===== config.mk =====
export PLATFORM = sky130hd
export DESIGN_NAME = muldiv_unit
export DESIGN_NICKNAME = d
export VERILOG_FILES = /design/src/rtl/muldiv_unit.sv
export SDC_FILE = /design/constraint.sdc
export NUM_CORES = 1
export LEC_CHECK = 0
export BUFFER_PORTS_ARGS = -buffer_cell sky130_fd_sc_hd__buf_2
export CORE_ASPECT_RATIO = 0.7
export CORE_MARGIN = 2
export CORE_UTILIZATION = 40
export CTS_CLUSTER_SIZE = 8
export DETAILED_ROUTE_END_ITERATION = 7
export PLACE_DENSITY = 0.73
export SLEW_MARGIN = 25
export SYNTH_ARGS = -nofsm -noshare
export SYNTH_HDL_FRONTEND = slang
export SYNTH_SLANG_ARGS = --single-unit

===== constraint.sdc =====
create_clock -name clk -period 2.9 [get_ports clk]
set_input_delay 0.29 -clock clk [delete_from_list [all_inputs] [get_ports clk]]
set_output_delay 0.29 -clock clk [all_outputs]
set_load 0.01 [all_outputs]

===== src/rtl/muldiv_unit.sv =====
// muldiv_unit: iterative MULT/MULTU/DIV/DIVU engine feeding the architectural HI/LO registers.
// Define MULDIV_DIV_EN to build the divide datapath; without it divides run the same timing but leave HI/LO alone.
module muldiv_unit #(
  parameter int unsigned WIDTH = 32,
  parameter int unsigned CNT_W = $clog2(WIDTH+1)
) (
  input  logic             clk,
  input  logic             rst,
  input  logic             start,
  input  logic [1:0]       op,
  input  logic [WIDTH-1:0] a,
  input  logic [WIDTH-1:0] b,
  input  logic             flush,
  input  logic             hi_we,
  input  logic             lo_we,
  input  logic [WIDTH-1:0] wdata,
  output logic             busy,
  output logic             done,
  output logic             dz,
  output logic [WIDTH-1:0] hi,
  output logic [WIDTH-1:0] lo
);
  typedef enum logic [1:0] {IDLE, CALC, FIX} state_e;

  localparam logic [CNT_W-1:0] LAST_STEP = CNT_W'(WIDTH-1);

  state_e               state_q, state_d;
  logic [CNT_W-1:0]     cnt_q, cnt_d;
  logic                 isdiv_q, isdiv_d;
  logic                 rsign_q, rsign_d;
  logic [WIDTH-1:0]     bmag_q, bmag_d;
  logic [2*WIDTH-1:0]   acc_q, acc_d;
  logic [WIDTH-1:0]     hi_q, hi_d, lo_q, lo_d;
  logic                 done_q, done_d, dz_q, dz_d;

  logic                 sa, sb;
  logic [WIDTH-1:0]     amag, bmag;
  logic [WIDTH:0]       mul_sum;
  logic [2*WIDTH-1:0]   prod;
`ifdef MULDIV_DIV_EN
  logic                 remsign_q, remsign_d;
  logic [WIDTH-1:0]     a_q, a_d;
  logic [WIDTH:0]       trial;
  logic [2*WIDTH-1:0]   div_next;
`endif

  always_comb begin
    sa      = op[0] & a[WIDTH-1];
    sb      = op[0] & b[WIDTH-1];
    amag    = sa ? -a : a;
    bmag    = sb ? -b : b;
    // acc holds {partial product, remaining multiplier bits}; shifts right each step
    mul_sum = {1'b0, acc_q[2*WIDTH-1:WIDTH]} + (acc_q[0] ? {1'b0, bmag_q} : '0);
    prod    = rsign_q ? -acc_q : acc_q;
`ifdef MULDIV_DIV_EN
    // acc holds {partial remainder, dividend/quotient bits}; shifts left each step
    trial    = acc_q[2*WIDTH-1:WIDTH-1] - {1'b0, bmag_q};
    div_next = trial[WIDTH] ? {acc_q[2*WIDTH-2:0], 1'b0}
                            : {trial[WIDTH-1:0], acc_q[WIDTH-2:0], 1'b1};
`endif

    state_d = state_q;
    cnt_d   = cnt_q;
    isdiv_d = isdiv_q;
    rsign_d = rsign_q;
    bmag_d  = bmag_q;
    acc_d   = acc_q;
    hi_d    = hi_q;
    lo_d    = lo_q;
    done_d  = 1'b0;
    dz_d    = 1'b0;
`ifdef MULDIV_DIV_EN
    remsign_d = remsign_q;
    a_d       = a_q;
`endif

    unique case (state_q)
      IDLE: begin
        if (start && !flush) begin
          state_d = CALC;
          cnt_d   = '0;
          isdiv_d = op[1];
          rsign_d = sa ^ sb;
          bmag_d  = bmag;
          acc_d   = {{WIDTH{1'b0}}, amag};
`ifdef MULDIV_DIV_EN
          remsign_d = sa;
          a_d       = a;
`endif
        end
      end
      CALC: begin
        if (flush) begin
          state_d = IDLE;
        end else begin
          cnt_d = cnt_q + CNT_W'(1);
          if (cnt_q == LAST_STEP) state_d = FIX;
          if (!isdiv_q) acc_d = {mul_sum, acc_q[WIDTH-1:1]};
`ifdef MULDIV_DIV_EN
          else acc_d = div_next;
`endif
        end
      end
      FIX: begin
        state_d = IDLE;
        if (!flush) begin
          done_d = 1'b1;
          if (!isdiv_q) begin
            {hi_d, lo_d} = prod;
          end
`ifdef MULDIV_DIV_EN
          else if (bmag_q == '0) begin
            lo_d = '1;
            hi_d = a_q;
            dz_d = 1'b1;
          end else begin
            lo_d = rsign_q   ? -acc_q[WIDTH-1:0]       : acc_q[WIDTH-1:0];
            hi_d = remsign_q ? -acc_q[2*WIDTH-1:WIDTH] : acc_q[2*WIDTH-1:WIDTH];
          end
`endif
        end
      end
      default: state_d = IDLE;
    endcase

    // Direct MTHI/MTLO writes take priority over a same-edge result write.
    if (hi_we) hi_d = wdata;
    if (lo_we) lo_d = wdata;
  end

  always_ff @(posedge clk or negedge rst) begin
    if (!rst) begin
      state_q <= IDLE;
      cnt_q   <= '0;
      isdiv_q <= 1'b0;
      rsign_q <= 1'b0;
      bmag_q  <= '0;
      acc_q   <= '0;
      hi_q    <= '0;
      lo_q    <= '0;
      done_q  <= 1'b0;
      dz_q    <= 1'b0;
`ifdef MULDIV_DIV_EN
      remsign_q <= 1'b0;
      a_q       <= '0;
`endif
    end else begin
      state_q <= state_d;
      cnt_q   <= cnt_d;
      isdiv_q <= isdiv_d;
      rsign_q <= rsign_d;
      bmag_q  <= bmag_d;
      acc_q   <= acc_d;
      hi_q    <= hi_d;
      lo_q    <= lo_d;
      done_q  <= done_d;
      dz_q    <= dz_d;
`ifdef MULDIV_DIV_EN
      remsign_q <= remsign_d;
      a_q       <= a_d;
`endif
    end
  end

  assign busy = (state_q != IDLE);
  assign done = done_q;
  assign dz   = dz_q;
  assign hi   = hi_q;
  assign lo   = lo_q;
endmodule


==> run summary, run 1 <==
Residual DRC: 0
Slowest CP cell: or4_4
Vias post-DR: 11620
Fmax: 338.9 MHz
Die height: 146.5 µm
Worst-path fanout max: 4
Worst-skew pair later-pin latency: 0.45 ns
Syn_area_per_cell: 8.325 µm²
Total CTS buffers: 17
Max-slew violations: 0
Dpl ws: -0.1398 ns
Pleak: 0.006524 µW
GRT Total Usage: 0.2552
Worst Skew: 0.01382 ns
Cell family with the largest share of critical-path delay: simple AND/OR/NAND/NOR gates
DRT Wirelength: 39530 µm
Fill cell count: 2636
WHS: 0.06797 ns
Vias per cell: 5.696
First drt pass iteration count: 5
Peak supply drop: 0.0002697 V
Grt met1 use: 0.3974
First-pass GRT wire length: 60460 µm
Status: complete, but fails checks
HPWL reported at the end of detailed placement: 30760 µm
Gr ovfl total: 0
FF+latch count, synth: 171
Core area: 0.02869 mm²
Grt peak-use layer: met1
Top Ports: 171
Number of hold violations in the final report: 0
CTS tree: done
H-tree depth: 4
Reg-to-reg slack, setup: -0.05 ns
PortBufs: 169
RR Startpoint: acc_q[23]
Ys Warns: 0
Pwr dens: 605.4 mW/mm²
Remaining antenna violation count: 0
Drt initial violations: 1363
Register area share after synthesis: 0.3690
M3 GR Usage: 0.08475
Hold Crit Class: in2reg
Worst reg2reg path depth: 8
Critical path capture point type: register
Finished Layout Cells: 2040
Yosys cell types: 67
Row count: 52
RSZ-0062 raised after global routing: true
Final WS setup: -0.05092 ns
Synth area leader: dfrtp_1
R2R Path End: hi[29]
Startpoint Class: register
Design area: 0.01483 mm²
Crit path time final: 2.951 ns
# clock sinks: 171
Levels on crit path: 8
Max Buffers Root-to-Sink: 2
GR Util met2: 0.3383
DP Area: 0.01369 mm²
HP Start: op[1]
Leading post-synthesis cells by cell area: dfrtp_1 (37%), nand2_1 (6.9%), xor2_1 (6.2%)
Critical Path, Cell by Cell: nor3_1, nand3_2, or4_4, or4_4, or3_4, o31ai_4, xor2_1, o221ai_1
Syn Std Cell Area: 0.01160 mm²
Total die area: 0.03039 mm²
Area added between synthesis and finish: 27.88%
GP Congestion: 0.9305
Final setup viols: 4
Placed insts: 1995
Most used cell, CP: or4_4
Routed length per instance: 19.38 µm
Worst slew pin tran: 0.8475 ns
Antenna violations before repair: 9
Critical Path RT: 3.20 ns
DIE WIDTH: 207.5 µm
Largest net degree at the start of global routing: 61
Period Utilization, post-route: 1.018
NumNets Final: 1788
WP buf/inv: 0
Slew HR: 0.4350
Root buffer cell: clkbuf_16
Synth Flop Type: dfrtp_1
CP peak stage delay: 0.53 ns
Share of layout cells above drive strength 1: 0.2562
Starting density of the core: 0.4042
Vias in the first global route: 10520
Cell count after synthesis: 1393
Net Count, Synth: 1534
Core Util, Final: 0.5168
Violated checks: setup timing
Total of max-cap violations: 0
WHS Path Cells: 3
Async set or reset register ratio after synthesis: 1.000
Synth top area share: 0.3690
Critical path data arrival time: 3.25 ns
Clk slew on worst S/H paths: 0.07 ns
Critical path type: reg2reg
Post-synth EDFFs: 0
Hold path endpoint: isdiv_q
[cell usage in the layout (no fill, tap or decap), drive strengths merged, types with 9 or more instances in the layout]
cell type	instances
buf	317
nand2	212
o21ai	198
dfrtp	171
xor2	82
a21oi	79
xnor2	68
nor2	67
and2	38
or3	36
ha	36
o31ai	35
nor3	25
nand3	25
inv	24
clkbuf	20
mux2i	19
o22ai	17
nand2b	17
nor3b	16
or4	16
a21o	15
o41ai	12
nor4	12
nand4	11
o221ai	11
a211oi	9
[worst max path at each step]
stage                      endpoint  slack, ns  startpoint
after floorplan              hi[23]    0.00008   acc_q[20]
after global placement    acc_q[61]      -0.08    acc_q[0]
after detailed placement     hi[23]      -0.14    acc_q[0]
after CTS                    hi[23]      -0.02   acc_q[20]
after global routing         hi[23]      -0.14   acc_q[20]
final                        hi[29]      -0.05   acc_q[23]
[state kept, by name (all words and copies together), names as in the netlist]
| name | count |
|---|---|
| bmag_q | 32 |
| lo | 32 |
| acc_q | 64 |
| cnt_q | 6 |
| rsign_q | 1 |
| isdiv_q | 1 |
| hi | 32 |
| state_q | 2 |
| done | 1 |
[worst min-delay path: cells and delay by family]
family / cells / cell delay (ns)
simple gates: 2 / 0.10
buf+inv: 1 / 0.08
[per-stage QoR]
stage          setup TNS [ns]  total power (µW)
2_1_floorplan               0              4876
5_1_grt               -0.8523              9435
3_5_place_dp          -0.9237              6339
4_1_cts              -0.06584              8718
3_3_place_gp          -0.3652              6257
6_report              -0.1754              8978
[per-layer routing]
metal  routed length, µm  share of wire
met1               18530           0.47
met3                5158           0.13
met4                 352         0.0089
met2               15420           0.39
met5                  69         0.0017
[where the power goes]
part | total, µW | switching, µW | internal, µW
Clock | 2370 | 1040 | 1330
Combinational | 3440 | 1980 | 1460
Sequential | 3170 | 401 | 2770
[final cells by class]
type / count / area (µm²) / area share
Antenna cell: 3 / 7.507 / 0.0005062
Clock buffer: 20 / 456.7 / 0.03080
Clock inverter: 11 / 136.4 / 0.009197
Inverter: 20 / 75.07 / 0.005062
Multi-Input combinational cell: 1119 / 7381 / 0.4977
Sequential cell: 171 / 4282 / 0.2887
Tap cell: 378 / 473.0 / 0.03189
Timing Repair Buffer: 318 / 2018 / 0.1361
[synthesized netlist by cell type (all sizes together), types with 2 or more instances]
cell type,number
xnor2,68
o221ai,11
inv,20
o22ai,17
nor4,12
nor3,25
and3,6
nand3b,2
or4,16
nand2b,17
a211oi,9
o31ai,35
nand4,11
or2,6
buf,6
a31oi,3
nor2,67
a32o,2
nand3,25
a31o,2
ha,36
a22o,6
mux2i,19
o41ai,12
clkbuf,77
dfrtp,171
o211a,2
xor2,82
a41oi,3
o21a,3
a21o,15
a21oi,79
o21bai,4
nor3b,16
a221oi,2
or3,36
o21ai,198
and2,38
nor4b,2
nand2,212
nor2b,5
[what timing repair did]
action / 4_1_cts / 5_1_grt
buffers inserted: 4 / 6
hold buffers: 1 / 0
endpoints found under the hold margin: 49 / 0
pin swaps: 7 / 25
setup endpoints to repair: 15 / 46
resized for setup: 17 / 66
[kinds of logic (layout without fill, tap and decap cells)]
family / after synthesis / after routing / synth area share
xor gates and xnor gates: 150 / 150 / 0.1133
other: 1 / 4 / 0.0003234
buffers and inverters: 103 / 369 / 0.03388
muxes: 19 / 19 / 0.01640
AOI/OAI and AO/OA: 415 / 415 / 0.2158
and+or+nand+nor: 497 / 497 / 0.2107
DFF: 171 / 171 / 0.3690
adders and majority gates: 37 / 37 / 0.04057
No activity file was read; power rests on OpenSTA's default activity.
==> run 2: changes to the inputs <==
SKIP_LAST_GASP = 1   (was unset)
==> run 2 against run 1 <==
  * The run still ends with setup timing left
  * Cell area is 0.21% lower
  * Sequential power is essentially flat
  * Core utilization shrank 0.11 points
  * Combinational power about the same
  * Hold slack worse by 0.0047 ns
  * Sequential share of layout area increased by 0.061 points
  * Global-route usage stayed put
  * Cell count unchanged
  * Clock power barely moved
  * Maximum frequency rose by 0.76%
  * Count of clock-buffer cells in the layout is the same
==> run summary, run 2 (synthesis results as in run 1) <==
Violated checks: setup timing
DP Area: 0.01369 mm²
HPWL reported at the end of detailed placement: 30760 µm
Critical Path RT: 3.20 ns
Vias post-DR: 11650
Critical path data arrival time: 3.23 ns
Dpl ws: -0.1398 ns
Design area: 0.01480 mm²
Root buffer cell: clkbuf_16
Worst-path fanout max: 4
Crit path time final: 2.929 ns
Worst-skew pair later-pin latency: 0.45 ns
Period Utilization, post-route: 1.010
PortBufs: 169
Area added between synthesis and finish: 27.61%
Pleak: 0.006517 µW
Commonest non-fill, non-tap cell in the layout: nand2_1
RSZ-0062 raised after global routing: true
Starting density of the core: 0.4042
Biggest register: acc_q
Fmax: 341.4 MHz
Total CTS buffers: 17
Drt initial violations: 1514
Worst Skew: 0.01286 ns
Pwr dens: 604.7 mW/mm²
Max-slew violations: 0
Slew HR: 0.4341
GP Congestion: 0.9305
Total of max-cap violations: 0
WP buf/inv: 0
Antenna violations before repair: 9
Worst slew pin tran: 0.8488 ns
Vias per cell: 5.713
Clk slew on worst S/H paths: 0.07 ns
GRT Total Usage: 0.2552
CP peak stage delay: 0.52 ns
Number of hold violations in the final report: 0
# clock sinks: 171
H-tree depth: 4
Startpoint Class: register
Core area: 0.02869 mm²
Gr ovfl total: 0
Largest net degree at the start of global routing: 61
Critical path capture point type: register
First drt pass iteration count: 5
Residual DRC: 0
Remaining antenna violation count: 0
Slowest CP cell: or4_4
Max Buffers Root-to-Sink: 2
Cell family with the largest share of critical-path delay: simple AND/OR/NAND/NOR gates
DIE WIDTH: 207.5 µm
Top Ports: 171
Total Power: 8949 µW
Routed length per instance: 19.33 µm
Row count: 52
DRT Wirelength: 39430 µm
Final setup viols: 4
Final WS setup: -0.02870 ns
Share of layout cells above drive strength 1: 0.2538
Die height: 146.5 µm
Hold Crit Class: in2reg
Vias in the first global route: 10520
NumNets Final: 1788
CTS tree: done
Max FFs per register: 64
Critical Path, Cell by Cell: nor4_4, nand3_2, or4_4, or4_4, or3_4, o31ai_4, xor2_1, o221ai_1
Peak supply drop: 0.0002694 V
Status: complete, but fails checks
Most frequent cells in the layout: nand2_1 (210), dfrtp_1 (169), buf_2 (168)
Critical path type: reg2reg
Core Util, Final: 0.5157
Total die area: 0.03039 mm²
First-pass GRT wire length: 60460 µm
Most used cell, CP: or4_4
## run 2: cell counts in the layout (fill, tap and decap cells not counted)
Identical to the previous run, type by type.
## run 2: area by class of cell
type                    instances  area (µm²)
clock buffers                  20       456.7
clock inverters                11       136.4
well taps                     378       473.0
fillers                      2648       13890
inverters                      20       75.07
multi-input cells            1119        7350
repair buffers                318        2018
flip-flops and latches        171        4282
diodes                          3       7.507
## run 2: path summary, 6_finish.rpt
check                                   to        from  depth (start not counted)  slack (ns)
min in group asynchronous           hi[19]         rst                          2        0.35
worst max-delay path                hi[29]   acc_q[24]                          8       -0.03
worst max register to register      hi[29]   acc_q[24]                          8       -0.03
worst min register to register  bmag_q[14]  bmag_q[14]                          2        0.48
worst min-delay path               isdiv_q       op[1]                          3        0.06
max in group asynchronous            lo[3]         rst                          3        1.72
## run 2: metal layers
metal,part of all wire,GRT usage,up-vias
li1,-,-,5484
met1,0.47,0.3974,5531
met2,0.39,0.3383,593
met3,0.13,0.08475,36
met4,0.010,0.04571,10
met5,0.0018,0,-
## run 2: what timing repair did
item,CTS,global route
gates resized for setup,17,60
setup endpoints to repair,15,46
hold endpoints to repair,49,0
hold buffers,1,0
pin swaps,6,25
buffers inserted,4,6
## run 2: power breakdown
group | internal [µW] | leakage (µW) | switching (µW) | total [µW]
registers | 2770 | 0.00214 | 398 | 3170
logic | 1450 | 0.00410 | 1970 | 3410
clock network | 1330 | 0.000278 | 1040 | 2370
## run 2: per-stage QoR
stage               std cells  hold WS, ns  TNS [ns]
finish                   2040      0.06329   -0.1084
global route             2037      0.06199   -0.9895
CTS                      2031      0.05001  -0.06619
detailed placement       1995       0.2776   -0.9237
global placement         1995       0.2682   -0.3652
floorplan                1393    -0.005591         0
## run 2: worst reg2reg max path: cells and delay by family (launching register included)
family           cells  cell delay (ns)
AO/OA/AOI/OAI        2             0.36
flip-flops           1             0.41
XOR/XNOR             1             0.17
AND/OR/NAND/NOR      5             1.84
